**config.mk**
```make
export PLATFORM = sky130hd
export DESIGN_NAME = oled_spi_rx
export DESIGN_NICKNAME = d
export VERILOG_FILES = /design/src/rtl/oled_spi_rx.sv
export SDC_FILE = /design/constraint.sdc
export NUM_CORES = 1
export LEC_CHECK = 0
export ABC_CLOCK_PERIOD_IN_PS = 2800
export CAP_MARGIN = 20
export CELL_PAD_IN_SITES_DETAIL_PLACEMENT = 2
export CELL_PAD_IN_SITES_GLOBAL_PLACEMENT = 2
export CORE_MARGIN = 2
export CORE_UTILIZATION = 31
export DETAILED_ROUTE_END_ITERATION = 10
export PLACE_DENSITY_LB_ADDON = 0.1
export SYNTH_ARGS = -nofsm -noshare
export SYNTH_HDL_FRONTEND = slang
export SYNTH_SLANG_ARGS = --single-unit
```
**constraint.sdc**
```tcl
create_clock -name CLK -period 2.8 [get_ports CLK]
set_clock_uncertainty 0.05 [all_clocks]
set_input_delay 0.28 -clock CLK [delete_from_list [all_inputs] [get_ports CLK]]
set_output_delay 0.28 -clock CLK [all_outputs]
set_load 0.02 [all_outputs]
```
**src/rtl/oled_spi_rx.sv**
```systemverilog
// SSD1306-style SPI responder: oversamples the 4-wire display link, assembles
// MSB-first bytes tagged command/data, decodes the controller command set and
// turns data bytes into framebuffer writes with column auto-increment.
module oled_spi_rx #(
    parameter int COL_BITS  = 7,
    parameter int PAGE_BITS = 2
) (
    input  logic                          CLK,
    input  logic                          RST_N,
    input  logic                          CS,
    input  logic                          SCLK,
    input  logic                          SDIN,
    input  logic                          DC,
    input  logic                          RES,
    output logic [7:0]                    RX_BYTE,
    output logic                          RX_DC,
    output logic                          RX_VALID,
    output logic                          FB_WE,
    output logic [PAGE_BITS+COL_BITS-1:0] FB_ADDR,
    output logic [7:0]                    FB_WDATA,
    output logic                          DISP_ON,
    output logic [7:0]                    CONTRAST,
    output logic                          FRAME_ERR
);

    typedef enum logic [1:0] {
        ST_CMD,
        ST_ARG1,
        ST_ARG2
    } dec_state_t;

    localparam logic [COL_BITS-1:0] COL_ONE = {{(COL_BITS-1){1'b0}}, 1'b1};

    logic [2:0] cs_sync;
    logic [2:0] sclk_sync;
    logic [1:0] sdin_sync;
    logic [1:0] dc_sync;
    logic [1:0] res_sync;

    logic [2:0] bit_cnt;
    logic [6:0] shift;

    logic sclk_rise;
    logic cs_rise;
    logic res_low;
    logic edge_ok;
    logic byte_done;
    logic byte_dc;
    logic [7:0] new_byte;

    dec_state_t              state, state_next;
    logic [PAGE_BITS-1:0]    page, page_next;
    logic [COL_BITS-1:0]     column, column_next;
    logic [7:0]              opcode, opcode_next;
    logic                    disp_next;
    logic [7:0]              contrast_next;
    logic                    fb_we_next;

    // Bring the asynchronous link lines into the CLK domain; the idle-high
    // lines reset high so that releasing reset never looks like an edge.
    always_ff @(posedge CLK or negedge RST_N) begin
        if (!RST_N) begin
            cs_sync   <= 3'b111;
            sclk_sync <= 3'b111;
            sdin_sync <= 2'b00;
            dc_sync   <= 2'b00;
            res_sync  <= 2'b11;
        end else begin
            cs_sync   <= {cs_sync[1:0], CS};
            sclk_sync <= {sclk_sync[1:0], SCLK};
            sdin_sync <= {sdin_sync[0], SDIN};
            dc_sync   <= {dc_sync[0], DC};
            res_sync  <= {res_sync[0], RES};
        end
    end

    assign sclk_rise = sclk_sync[1] & ~sclk_sync[2];
    assign cs_rise   = cs_sync[1] & ~cs_sync[2];
    assign res_low   = ~res_sync[1];
    // An SCLK edge arriving together with the CS rise still counts, so a byte
    // finishing exactly as CS deasserts is delivered rather than flagged.
    assign edge_ok   = sclk_rise & (~cs_sync[1] | cs_rise);
    assign byte_done = edge_ok & (bit_cnt == 3'd7);
    assign byte_dc   = dc_sync[1];
    assign new_byte  = {shift, sdin_sync[1]};

    // Shift register, bit counter, received-byte outputs and framing error.
    always_ff @(posedge CLK or negedge RST_N) begin
        if (!RST_N) begin
            bit_cnt   <= 3'd0;
            shift     <= 7'd0;
            RX_BYTE   <= 8'd0;
            RX_DC     <= 1'b0;
            RX_VALID  <= 1'b0;
            FRAME_ERR <= 1'b0;
        end else if (res_low) begin
            bit_cnt   <= 3'd0;
            shift     <= 7'd0;
            RX_BYTE   <= 8'd0;
            RX_DC     <= 1'b0;
            RX_VALID  <= 1'b0;
            FRAME_ERR <= 1'b0;
        end else begin
            RX_VALID  <= byte_done;
            FRAME_ERR <= cs_rise & (bit_cnt != 3'd0) & ~byte_done;
            if (byte_done) begin
                RX_BYTE <= new_byte;
                RX_DC   <= byte_dc;
                bit_cnt <= 3'd0;
                shift   <= 7'd0;
            end else if (cs_sync[1]) begin
                bit_cnt <= 3'd0;
                shift   <= 7'd0;
            end else if (edge_ok) begin
                shift   <= {shift[5:0], sdin_sync[1]};
                bit_cnt <= bit_cnt + 3'd1;
            end
        end
    end

    // Decoder state register; display reset returns it to command state.
    always_ff @(posedge CLK or negedge RST_N) begin
        if (!RST_N) begin
            state <= ST_CMD;
        end else if (res_low) begin
            state <= ST_CMD;
        end else begin
            state <= state_next;
        end
    end

    // Decode each completed byte into next-state and register updates.
    always_comb begin
        state_next    = state;
        page_next     = page;
        column_next   = column;
        opcode_next   = opcode;
        disp_next     = DISP_ON;
        contrast_next = CONTRAST;
        fb_we_next    = 1'b0;
        if (byte_done) begin
            if (byte_dc) begin
                fb_we_next  = 1'b1;
                column_next = column + COL_ONE;
            end else begin
                case (state)
                    ST_CMD: begin
                        if (new_byte == 8'hAE) begin
                            disp_next = 1'b0;
                        end else if (new_byte == 8'hAF) begin
                            disp_next = 1'b1;
                        end else if (new_byte[7:4] == 4'h0) begin
                            column_next[3:0] = new_byte[3:0];
                        end else if (new_byte[7:4] == 4'h1) begin
                            column_next[COL_BITS-1:4] = new_byte[COL_BITS-5:0];
                        end else if (new_byte[7:3] == 5'b10110) begin
                            page_next = new_byte[PAGE_BITS-1:0];
                        end else if (new_byte == 8'h81 || new_byte == 8'h8D ||
                                     new_byte == 8'hD5 || new_byte == 8'hA8 ||
                                     new_byte == 8'hD3 || new_byte == 8'hDA ||
                                     new_byte == 8'hD9 || new_byte == 8'hDB ||
                                     new_byte == 8'h20 || new_byte == 8'h21 ||
                                     new_byte == 8'h22) begin
                            state_next  = ST_ARG1;
                            opcode_next = new_byte;
                        end
                    end
                    ST_ARG1: begin
                        if (opcode == 8'h81) begin
                            contrast_next = new_byte;
                        end else if (opcode == 8'h21) begin
                            column_next = new_byte[COL_BITS-1:0];
                        end else if (opcode == 8'h22) begin
                            page_next = new_byte[PAGE_BITS-1:0];
                        end
                        if (opcode == 8'h21 || opcode == 8'h22) begin
                            state_next = ST_ARG2;
                        end else begin
                            state_next = ST_CMD;
                        end
                    end
                    default: begin
                        state_next = ST_CMD;
                    end
                endcase
            end
        end
    end

    // Display state registers and the framebuffer write port.
    always_ff @(posedge CLK or negedge RST_N) begin
        if (!RST_N) begin
            page     <= '0;
            column   <= '0;
            opcode   <= 8'd0;
            DISP_ON  <= 1'b0;
            CONTRAST <= 8'h7F;
            FB_WE    <= 1'b0;
            FB_ADDR  <= '0;
            FB_WDATA <= 8'd0;
        end else if (res_low) begin
            page     <= '0;
            column   <= '0;
            opcode   <= 8'd0;
            DISP_ON  <= 1'b0;
            CONTRAST <= 8'h7F;
            FB_WE    <= 1'b0;
            FB_ADDR  <= '0;
            FB_WDATA <= 8'd0;
        end else begin
            page     <= page_next;
            column   <= column_next;
            opcode   <= opcode_next;
            DISP_ON  <= disp_next;
            CONTRAST <= contrast_next;
            FB_WE    <= fb_we_next;
            if (fb_we_next) begin
                FB_ADDR  <= {page, column};
                FB_WDATA <= new_byte;
            end
        end
    end

endmodule

```
==> out/metrics.csv <==
metric;value;unit
synthArstFlopShare;1.00;
synth-main-ff-cell;dfrtp_1;
maxCapViolCount;0;
violations;DRC;
cp.arrival;2640;ps
finalCritPeriodShare;0.866;
grt_first_pass_wirelength;16800;um
final_cell_mix;64 x dfrtp_1, 54 x nand2_1, 43 x clkdlybuf4s50_1, 21 x a21oi_1, 17 x a22o_1;
combPwrFrac;0.069;
routedWlPerCell;18.8;um
first_pass_iters;7;
numCtsBuffers;9;
tightestPinTransition;625;ps
power_switching;0.594;mW
syn_nets;347;
synth_top_area_share;0.434;
area_delta_synth_final;23.4;%
drtIter0Drc;106;
dp_cells;508;
via_count;2678;
grt_max_degree;80;
io_pins;45;
p_int;1.86;mW
routed_wl;9910;um
cts_resized;0;
nets;389;
switching_share;0.242;
final_max_slew_viol_count;0;
p_leak;1.89;nW
core-area;11500;um^2
initial_core_util;0.320;
ys_ff_latch;79;
critPathMostFrequentCell;ha_1;
period_needed;2430;ps
die_x;113;um
critPathMaxStageDelay;650;ps
yosysTopAreaCell;dfrtp_1;
cts_max_level;3;
ant_nets;0;
critPathLaunchType;flip-flop;
root_buffer;clkbuf_16;
yosys_warnings;0;
synth_edf_count;0;
grt_antenna_before_repair;0;
die_h;113;um
worstPathRequired;3010;ps
port-buffer-count;44;
critPathSlowestCell;and4b_1;
routed_via_density;5.09;
end_kind;flip-flop;
avgSynthCellArea;11.0;um^2
final_hold_viol_count;0;
postCtsSetupBuffers;0;
pwr-share-seq;0.498;
cts_tree;done;
syn_area;3690;um^2
status;finished with violations;
drcViolationCount;4;
final_common_cell;dfrtp_1;
synth_cell_types;57;
vdd_ir_drop_max;247;uV
clock_path_buffers;2;
rsz0062_at_grt;false;
instances_no_fill;526;
clk_pin_slew;60;ps
dieArea;12800;um^2
drive_above_1_share;0.167;
setup_viol;0;
dpl.hpwl;6620;um
worstPathCellList;ha_1 > ha_1 > and3_4 > nand2_2 > and4b_1 > mux2i_1;
antenna_cells;0;
synth.area.top_cells;dfrtp_1 43%, dfstp_2 11%, nand2_1 5.5%, mux2i_1 4.3%, a22o_1 4.0%;
track_usage;0.173;
fillCellCount;1217;
ys_seq_area_frac;0.541;
netlist_instances;336;
clkSinkCount;79;
row_count;39;
grt_overflow;0;
grt_pass1_vias;2977;
clkPwrFrac;0.433;
p_per_area;539;nW/um^2
max_freq;0.412;GHz
globalplace.congestion;0.752;
insertion_delay;340;ps
path_class;reg -> reg;
setup_tns;0;ps
slew_headroom;0.583;
path_max_fanout;12;
hold_class;in -> reg;
-- cells by family after synthesis --
group                      synth area share
and+or+nand+nor                       0.185
DFF                                   0.541
buffers and inverters                0.0438
xor gates and xnor gates             0.0143
adders and majority gates            0.0166
AOI/OAI and AO/OA                     0.116
muxes                                0.0832
-- final timing paths --
path / slack (ps) / start / depth (start not counted) / endpoint
min in group asynchronous: 400 / RST_N / 2 / FB_ADDR[3]
max in group asynchronous: 1630 / RST_N / 3 / sclk_sync[2]
worst max register to register: 370 / bit_cnt[1] / 6 / opcode[1]
worst min-delay path: 290 / RES / 1 / res_sync[0]
worst min register to register: 300 / cs_sync[0] / 0 / cs_sync[1]
worst max-delay path: 370 / bit_cnt[1] / 6 / opcode[1]
-- repair_timing --
item / CTS / global route
setup endpoints to repair: 0 / 0
endpoints found under the hold margin: 0 / 33
hold buffers: 0 / 1
-- layer usage --
layer  track usage  share of wire
met1         0.227           0.48
met2         0.279           0.48
met3        0.0337          0.031
met4        0.0732          0.018
met5             0              0
-- worst max-delay path: cells and delay by family, from the launching register on --
kind | cells | cell delay, ps
muxes | 1 | 260
DFF | 1 | 380
adders and majority gates | 2 | 500
and+or+nand+nor | 3 | 1140
-- power groups by stage --
stage	Clock, mW	Sequential [mW]	Combinational, mW
3_5_place_dp	0	1.24	0.170
5_1_grt	1.16	1.23	0.190
6_report	1.06	1.22	0.170
2_1_floorplan	0	1.24	0.0879
3_3_place_gp	0	1.24	0.167
4_1_cts	1.11	1.22	0.171
-- flip-flops by register name, indices dropped and copies added, names as in the netlist, 3 cells and up --
| name | count |
|---|---|
| opcode | 8 |
| RX_BYTE | 8 |
| cs_sync | 3 |
| bit_cnt | 3 |
| FB_ADDR | 9 |
| sclk_sync | 3 |
| FB_WDATA | 8 |
| shift | 7 |
| column | 7 |
| CONTRAST | 8 |
-- synth_stat cells (2+ instances only) --
cell      instances
a211oi_1          6
a21oi_1          21
a22o_1           17
a31oi_1           2
and2_1            3
and3_1            3
buf_1             2
buf_2             6
buf_4             2
clkbuf_1         13
dfrtp_1          64
dfstp_2          15
ha_1              4
inv_1            13
mux2_1            2
mux2_2            7
mux2_4            3
mux2i_1          16
nand2_1          54
nand2b_1          7
nand3_1           5
nand3b_1          7
nand4b_1          2
nor2_1           13
nor3_1            3
nor3b_1           2
nor4_1            2
nor4b_1           4
nor4bb_1          2
o21ai_2           2
or2_2             2
or3_1             3
xnor2_1           4
xor2_1            2
-- final cells by class --
| class | count | area, um^2 | share of cell area |
|---|---|---|---|
| inverters | 13 | 48.8 | 0.0107 |
| repair buffers | 55 | 536 | 0.118 |
| clock inverters | 4 | 22.5 | 0.00495 |
| multi-input cells | 220 | 1530 | 0.336 |
| well taps | 143 | 179 | 0.0394 |
| flip-flops and latches | 79 | 2000 | 0.439 |
| clock buffers | 12 | 236 | 0.0520 |
-- metrics by stage --
step                      instance area (um^2)  worst slack [ps]  hold WS (ps)  utilization  power, mW
after floorplan                           3690               833         -65.6            -       1.33
after global placement                    4260               473           286        0.370       1.40
after detailed placement                  4260               377           288        0.370       1.41
after CTS                                 4520               342           101        0.392       2.50
after global routing                      4550               146           285        0.395       2.57
final                                     4550               374           288        0.395       2.45
Power figures use the tool's default switching activity.
